## src/rtl/axi_err_resp.sv

```systemverilog
// -----------------------------------------------------------------------------
// axi_err_resp
//   Terminating AXI4 subordinate. Accepts every AW/W/AR transfer and answers
//   with B and R responses carrying RespCode, never touching memory. Read
//   bursts are answered with the full len+1 beats.
//
// Ports
//   clk_i       in   1       clock, rising edge
//   rst_i       in   1       synchronous active-high reset
//   slv_req_i   in   req_t   AXI4 request struct from the upstream manager
//   slv_resp_o  out  resp_t  AXI4 response struct to the upstream manager
//
// Build option
//   AXI_ERR_RESP_DATA_EN  defined   -> r.data repeats 32'hBADC_AB1E
//                         undefined -> r.data = '0
//
// The package supplies default request/response structs so the module
// elaborates stand-alone; integrators override req_t/resp_t.
// -----------------------------------------------------------------------------

package axi_err_resp_pkg;
    localparam int unsigned DefAddrWidth = 32;
    localparam int unsigned DefDataWidth = 64;
    localparam int unsigned DefIdWidth   = 4;
    localparam int unsigned DefUserWidth = 1;

    typedef struct packed {
        logic [DefIdWidth-1:0]   id;
        logic [DefAddrWidth-1:0] addr;
        logic [7:0]              len;
        logic [2:0]              size;
        logic [1:0]              burst;
        logic [DefUserWidth-1:0] user;
    } ax_t;

    typedef struct packed {
        logic [DefDataWidth-1:0]   data;
        logic [DefDataWidth/8-1:0] strb;
        logic                      last;
        logic [DefUserWidth-1:0]   user;
    } w_t;

    typedef struct packed {
        logic [DefIdWidth-1:0]   id;
        logic [1:0]              resp;
        logic [DefUserWidth-1:0] user;
    } b_t;

    typedef struct packed {
        logic [DefIdWidth-1:0]   id;
        logic [DefDataWidth-1:0] data;
        logic [1:0]              resp;
        logic                    last;
        logic [DefUserWidth-1:0] user;
    } r_t;

    typedef struct packed {
        ax_t  aw;
        logic aw_valid;
        w_t   w;
        logic w_valid;
        logic b_ready;
        ax_t  ar;
        logic ar_valid;
        logic r_ready;
    } req_t;

    typedef struct packed {
        logic aw_ready;
        logic w_ready;
        b_t   b;
        logic b_valid;
        logic ar_ready;
        r_t   r;
        logic r_valid;
    } resp_t;
endpackage

// -----------------------------------------------------------------------------
// axi_err_resp_fifo
//   Small synchronous FIFO. full_o/empty_o derive only from the registered
//   occupancy count, so there is no push-through path when full.
//   Ports: push_i/data_i write side, pop_i/data_o read side (data_o = head).
// -----------------------------------------------------------------------------
module axi_err_resp_fifo #(
    parameter int unsigned Width = 1,
    parameter int unsigned Depth = 1
) (
    input  logic             clk_i,
    input  logic             rst_i,
    input  logic             push_i,
    input  logic [Width-1:0] data_i,
    input  logic             pop_i,
    output logic [Width-1:0] data_o,
    output logic             full_o,
    output logic             empty_o
);
    localparam int unsigned PtrWidth = (Depth > 1) ? $clog2(Depth) : 1;
    localparam int unsigned CntWidth = $clog2(Depth + 1);

    logic [Width-1:0]    mem_q [Depth];
    logic [Width-1:0]    mem_d [Depth];
    logic [PtrWidth-1:0] wr_ptr_q, wr_ptr_d;
    logic [PtrWidth-1:0] rd_ptr_q, rd_ptr_d;
    logic [CntWidth-1:0] cnt_q, cnt_d;
    logic                do_push, do_pop;

    function automatic logic [PtrWidth-1:0] ptr_inc(input logic [PtrWidth-1:0] p);
        if (p == PtrWidth'(Depth - 1)) begin
            return '0;
        end
        return p + 1'b1;
    endfunction

    assign full_o  = (cnt_q == CntWidth'(Depth));
    assign empty_o = (cnt_q == '0);
    assign data_o  = mem_q[rd_ptr_q];

    // Guards make the FIFO self-protecting even though the wrapper never
    // pushes when full or pops when empty.
    assign do_push = push_i && !full_o;
    assign do_pop  = pop_i && !empty_o;

    always_comb begin
        mem_d    = mem_q;
        wr_ptr_d = wr_ptr_q;
        rd_ptr_d = rd_ptr_q;
        cnt_d    = cnt_q;
        if (do_push) begin
            mem_d[wr_ptr_q] = data_i;
            wr_ptr_d        = ptr_inc(wr_ptr_q);
        end
        if (do_pop) begin
            rd_ptr_d = ptr_inc(rd_ptr_q);
        end
        case ({do_push, do_pop})
            2'b10:   cnt_d = cnt_q + 1'b1;
            2'b01:   cnt_d = cnt_q - 1'b1;
            default: cnt_d = cnt_q;
        endcase
    end

    always_ff @(posedge clk_i) begin
        if (rst_i) begin
            wr_ptr_q <= '0;
            rd_ptr_q <= '0;
            cnt_q    <= '0;
        end else begin
            wr_ptr_q <= wr_ptr_d;
            rd_ptr_q <= rd_ptr_d;
            cnt_q    <= cnt_d;
        end
        mem_q <= mem_d;
    end
endmodule

// -----------------------------------------------------------------------------
// axi_err_resp (top)
//   Read FSM states:
//     state    | meaning
//     R_IDLE   | no burst active; pops the next AR {id,len} when one is queued
//     R_BURST  | presenting error beats; r.last when the remaining count is 0
// -----------------------------------------------------------------------------
module axi_err_resp #(
    parameter type         req_t     = axi_err_resp_pkg::req_t,
    parameter type         resp_t    = axi_err_resp_pkg::resp_t,
    parameter int unsigned AddrWidth = 32'd32,
    parameter int unsigned DataWidth = 32'd64,
    parameter int unsigned IdWidth   = 32'd4,
    parameter int unsigned UserWidth = 32'd1,
    parameter logic [1:0]  RespCode  = 2'b11,
    parameter int unsigned MaxTxns   = 32'd4
) (
    input  logic  clk_i,
    input  logic  rst_i,
    input  req_t  slv_req_i,
    output resp_t slv_resp_o
);
    typedef enum logic {
        R_IDLE  = 1'b0,
        R_BURST = 1'b1
    } r_state_e;

    // Address and user widths only shape the structs; nothing here needs them.
    localparam int unsigned unused_widths = AddrWidth + UserWidth + DataWidth;

    logic                  unused_req;
    logic                  init_q, init_d;

    logic                  aw_ready, aw_full, aw_empty;
    logic [IdWidth-1:0]    aw_head;
    logic                  w_ready, w_last_fire;
    logic                  b_valid, b_full, b_empty, b_pop;
    logic [IdWidth-1:0]    b_head;
    logic                  ar_ready, ar_full, ar_empty, ar_pop;
    logic [IdWidth+7:0]    ar_head;

    r_state_e              state_q, state_d;
    logic [IdWidth-1:0]    r_id_q, r_id_d;
    logic [7:0]            r_cnt_q, r_cnt_d;
    logic                  r_valid, r_last;
    logic [DataWidth-1:0]  r_data;

    // Most request fields are intentionally ignored.
    assign unused_req = ^slv_req_i;

    // Holds every ready low for the cycle after reset is sampled and while
    // it stays asserted; the FIFOs alone would report "not full" then.
    always_comb init_d = rst_i;

    always_ff @(posedge clk_i) begin
        init_q <= init_d;
    end

    // ---------------- write path ----------------
    assign aw_ready    = !init_q && !aw_full;
    assign w_ready     = !init_q && !aw_empty && (!b_full || !slv_req_i.w.last);
    assign w_last_fire = slv_req_i.w_valid && w_ready && slv_req_i.w.last;
    assign b_valid     = !b_empty;
    assign b_pop       = b_valid && slv_req_i.b_ready;

    axi_err_resp_fifo #(
        .Width (IdWidth),
        .Depth (MaxTxns)
    ) i_aw_fifo (
        .clk_i   (clk_i),
        .rst_i   (rst_i),
        .push_i  (slv_req_i.aw_valid && aw_ready),
        .data_i  (slv_req_i.aw.id),
        .pop_i   (w_last_fire),
        .data_o  (aw_head),
        .full_o  (aw_full),
        .empty_o (aw_empty)
    );

    axi_err_resp_fifo #(
        .Width (IdWidth),
        .Depth (MaxTxns)
    ) i_b_fifo (
        .clk_i   (clk_i),
        .rst_i   (rst_i),
        .push_i  (w_last_fire),
        .data_i  (aw_head),
        .pop_i   (b_pop),
        .data_o  (b_head),
        .full_o  (b_full),
        .empty_o (b_empty)
    );

    // ---------------- read path ----------------
    assign ar_ready = !init_q && !ar_full;

    axi_err_resp_fifo #(
        .Width (IdWidth + 8),
        .Depth (MaxTxns)
    ) i_ar_fifo (
        .clk_i   (clk_i),
        .rst_i   (rst_i),
        .push_i  (slv_req_i.ar_valid && ar_ready),
        .data_i  ({slv_req_i.ar.id, slv_req_i.ar.len}),
        .pop_i   (ar_pop),
        .data_o  (ar_head),
        .full_o  (ar_full),
        .empty_o (ar_empty)
    );

    always_ff @(posedge clk_i) begin
        if (rst_i) begin
            state_q <= R_IDLE;
            r_id_q  <= '0;
            r_cnt_q <= '0;
        end else begin
            state_q <= state_d;
            r_id_q  <= r_id_d;
            r_cnt_q <= r_cnt_d;
        end
    end

    always_comb begin
        state_d = state_q;
        r_id_d  = r_id_q;
        r_cnt_d = r_cnt_q;
        ar_pop  = 1'b0;
        case (state_q)
            R_IDLE: begin
                if (!ar_empty) begin
                    ar_pop  = 1'b1;
                    r_id_d  = ar_head[IdWidth+7:8];
                    r_cnt_d = ar_head[7:0];
                    state_d = R_BURST;
                end
            end
            R_BURST: begin
                if (slv_req_i.r_ready) begin
                    if (r_cnt_q == 8'd0) begin
                        state_d = R_IDLE;
                    end else begin
                        r_cnt_d = r_cnt_q - 8'd1;
                    end
                end
            end
            default: state_d = R_IDLE;
        endcase
    end

    always_comb begin
        r_valid = (state_q == R_BURST);
        r_last  = (state_q == R_BURST) && (r_cnt_q == 8'd0);
    end

`ifdef AXI_ERR_RESP_DATA_EN
    localparam logic [31:0] DataPattern = 32'hBADC_AB1E;

    always_comb begin
        r_data = '0;
        for (int i = 0; i < int'(DataWidth); i++) begin
            r_data[i] = DataPattern[i % 32];
        end
    end
`else
    assign r_data = '0;
`endif

    // ---------------- response assembly ----------------
    always_comb begin
        slv_resp_o          = '0;
        slv_resp_o.aw_ready = aw_ready;
        slv_resp_o.w_ready  = w_ready;
        slv_resp_o.b.id     = b_head;
        slv_resp_o.b.resp   = RespCode;
        slv_resp_o.b_valid  = b_valid;
        slv_resp_o.ar_ready = ar_ready;
        slv_resp_o.r.id     = r_id_q;
        slv_resp_o.r.data   = r_data;
        slv_resp_o.r.resp   = RespCode;
        slv_resp_o.r.last   = r_last;
        slv_resp_o.r_valid  = r_valid;
    end
endmodule
```

## config.mk

```make
export PLATFORM = sky130hd
export DESIGN_NAME = axi_err_resp
export DESIGN_NICKNAME = d
export VERILOG_FILES = /design/src/rtl/axi_err_resp.sv
export SDC_FILE = /design/constraint.sdc
export NUM_CORES = 1
export LEC_CHECK = 0
export BUFFER_PORTS_ARGS = -buffer_cell sky130_fd_sc_hd__buf_2
export CAP_MARGIN = 20
export CORE_UTILIZATION = 42
export DETAILED_ROUTE_END_ITERATION = 8
export PLACE_DENSITY = 0.85
export SYNTH_ARGS = -nofsm -noshare
export SYNTH_HDL_FRONTEND = slang
export SYNTH_SLANG_ARGS = --single-unit
export TNS_END_PERCENT = 50
```

## constraint.sdc

```tcl
create_clock -name clk_i -period 2.2 [get_ports clk_i]
set_input_delay 0.44 -clock clk_i [delete_from_list [all_inputs] [get_ports clk_i]]
set_output_delay 0.44 -clock clk_i [all_outputs]
set_load 0.01 [all_outputs]
```

==> results.ini <==
[cells_and_area]
syn2layout_area_growth_pct = 16.6
n_antenna_cell = 0
design_area_mm2 = 0.00647
nNetsFinal = 702
final_core_util = 0.507
instances_no_fill = 684
layout-drive-gt1-share = 0.287

[setup_path]
arrival_ns = 2.56
rr_startpoint = i_aw_fifo.cnt_q[1]
critical_path.max_fanout = 3
cp_slowest_cell = or3_1
cp_num_buf_inv = 4
critPathTopFamily = simple AND/OR/NAND/NOR gates
end_kind = flip-flop
rr_worst_depth = 11
worstReg2RegEnd = i_b_fifo.cnt_q[2]
slowest_delay_ns = 0.39
required_ns = 2.55
worstPathCellList = nor3_4 -> buf_6 -> a2111oi_4 -> buf_4 -> inv_4 -> ha_4 -> inv_2 -> fa_2 -> xor2_1 -> or3_1 -> a21oi_2
r2r_slack_ns = -0.01
cp-start-kind = flip-flop
crit_type = reg2reg

[timing]
worst_slack_ns = -0.0108
finClkSkew_ns = 0.00674
setup_viol = 1
tightest_slew_ns = 0.589
hold_viol_final = 0
post-route-min-period_ns = 2.21
slew_viol_final = 0
relSlewSlack = 0.607
fin_tns_setup_ns = -0.0108
clock.fmax_mhz = 452
finalCritPeriodShare = 1.00
rsz0062_at_grt = yes
worst_hold_slack_ns = 0.233

[routing]
routedWlPerCell_um = 15.2
wl_um = 10400
drc = 0
first_pass_iters = 4
viasPerCell = 4.87
postRouteAntennaNets = 0
vias = 3332
drtIter0Drc = 169

[placement]
gp_congestion = 0.829
dp_hpwl_um = 6840
port_buffers = 37
placed_cell_area_mm2 = 0.00576
pre_cts_slack_ns = -0.0623
place_inst = 647

[grt]
grt_pass1_wl_um = 16000
grt_pass1_vias = 3278
antenna_found_initial = 0
grt_max_degree = 21
grt_use_total = 0.160
grt_overflow_total = 0

[pwr]
p_switching_mw = 2.37
power_mw = 7.31
clkPwrFrac = 0.360
leakagePower_nw = 2.45
power_density_mw_per_mm2 = 1130
ir_drop_uv = 1080
p_int_mw = 4.94
p_seq_frac = 0.374
p_comb_frac = 0.266
swShare = 0.324

[job]
drv_cap = 0

[min_path]
hold_path_class = in2reg
worst_hold_path.endpoint = i_ar_fifo.mem_q[3]
hold_path_startpoint = slv_req_i[11]
whs_path_depth = 1

[clock_network]
clk_path_buf_depth = 2
cts_hold_buffers = 0
cts_root_buf = clkbuf_16
worstSkewPairLatency_ns = 0.42
cts_tree = yes
cts_buffers = 17
h-tree-depth = 4
clkSinkCount = 115
path_clk_slew_ns = 0.06

[synth]
synth_xor_area_frac = 0.00947
postSynthCellCount = 438
yosysTopAreaCellShare = 0.433
syn_area_per_cell_um2 = 12.7
synth.distinct_cells = 44
synth_common_cells = edfxtp_1, buf_4, dfxtp_1
yosysMostFrequentCell = edfxtp_1
yosysSeqAreaShare = 0.559
synth.largest_area_cell = edfxtp_1
synth.area.mux_share = 0.0942
syn_area_mm2 = 0.00555
ys_async_sr_fraction = 0
ys.flop_type = edfxtp_1
synthTopCellsByArea = edfxtp_1, dfxtp_1, buf_4, mux4_2, ha_1
synthSimpleGateAreaFrac = 0.0800
ys_ff_latch = 115
synth_adder_area_share = 0.0537
yosys_warnings = 0
synth_compound_area_frac = 0.0717
synth_top_family_by_area = buffers and inverters
synth-edff-count = 80

[die]
fp.dieH_um = 117
rows = 41
die_area_mm2 = 0.0137
num_io_pins = 265
start_util = 0.435
core-area_mm2 = 0.0128
die_x_um = 117

[outcome]
violations = negative setup slack
outcome = finished, violations left

-- cells in the final DEF, fill, tap and decap left out, types with 16 or more instances in the layout --
master / instances
buf_2: 37
dfxtp_1: 25
edfxtp_1: 80
nand2_1: 21
a21oi_1: 23
nor2_1: 23
mux4_2: 17
inv_1: 23
ha_1: 16
conb_1: 70
clkbuf_16: 17
buf_4: 26
-- repair_timing --
item,in CTS,in global routing
pin swaps,4,9
setup endpoints to repair,4,6
buffers inserted,2,3
gates resized for setup,4,29
-- registers in the layout, indices dropped and copies added (netlist names) --
register / count
i_ar_fifo.mem_q: 48
i_aw_fifo.mem_q: 16
i_b_fifo.mem_q: 16
r_cnt_q: 8
r_id_q: 4
i_ar_fifo.cnt_q: 3
i_aw_fifo.cnt_q: 3
i_b_fifo.cnt_q: 3
i_ar_fifo.rd_ptr_q: 2
i_ar_fifo.wr_ptr_q: 2
i_aw_fifo.rd_ptr_q: 2
i_aw_fifo.wr_ptr_q: 2
i_b_fifo.rd_ptr_q: 2
i_b_fifo.wr_ptr_q: 2
init_q: 1
r_valid: 1
-- power by group through the flow --
stage / clock [mW] / sequential [mW] / combinational (mW)
after global routing: 2.76 / 2.76 / 2.13
after CTS: 2.65 / 2.70 / 1.83
after floorplan: 0 / 2.67 / 1.43
final: 2.64 / 2.73 / 1.94
after global placement: 0 / 2.72 / 1.65
after detailed placement: 0 / 2.74 / 1.73
-- final cells by class --
| class | instances | area, µm² |
|---|---|---|
| repair buffers | 64 | 392 |
| flip-flops and latches | 115 | 3130 |
| fillers | 1027 | 6300 |
| clock inverters | 15 | 148 |
| inverters | 26 | 100 |
| multi-input cells | 275 | 2060 |
| well taps | 172 | 215 |
| clock buffers | 17 | 425 |
-- worst max path at each step --
| stage | cells after the start | slack [ns] | start | to |
|---|---|---|---|---|
| after floorplan | 8 | -0.12 | slv_req_i[53] | i_aw_fifo.cnt_q[2] |
| after CTS | 9 | -0.03 | i_ar_fifo.cnt_q[0] | i_ar_fifo.cnt_q[2] |
| after global routing | 11 | -0.07 | i_aw_fifo.cnt_q[1] | i_b_fifo.cnt_q[2] |
| after global placement | 9 | -0.02 | slv_req_i[55] | i_aw_fifo.cnt_q[2] |
| after detailed placement | 9 | -0.06 | slv_req_i[55] | i_aw_fifo.cnt_q[2] |
| final | 11 | -0.01 | i_aw_fifo.cnt_q[1] | i_b_fifo.cnt_q[2] |
-- metal layers --
metal / part of all wire / vias to the layer above / global-route usage
met5: 0 / - / 0
met4: 0.027 / 0 / 0.0852
met3: 0.047 / 25 / 0.0427
met2: 0.53 / 137 / 0.279
met1: 0.40 / 1617 / 0.179
li1: - / 1553 / -
-- kinds of logic after synthesis --
group                    after synthesis
multiplexers                          31
AO/OA/AOI/OAI                         55
adder cells (fa/ha/maj)               22
AND/OR/NAND/NOR                       91
flip-flops                           115
other                                  2
XOR/XNOR                               6
buffers and inverters                116
Power figures use the tool's default switching activity.
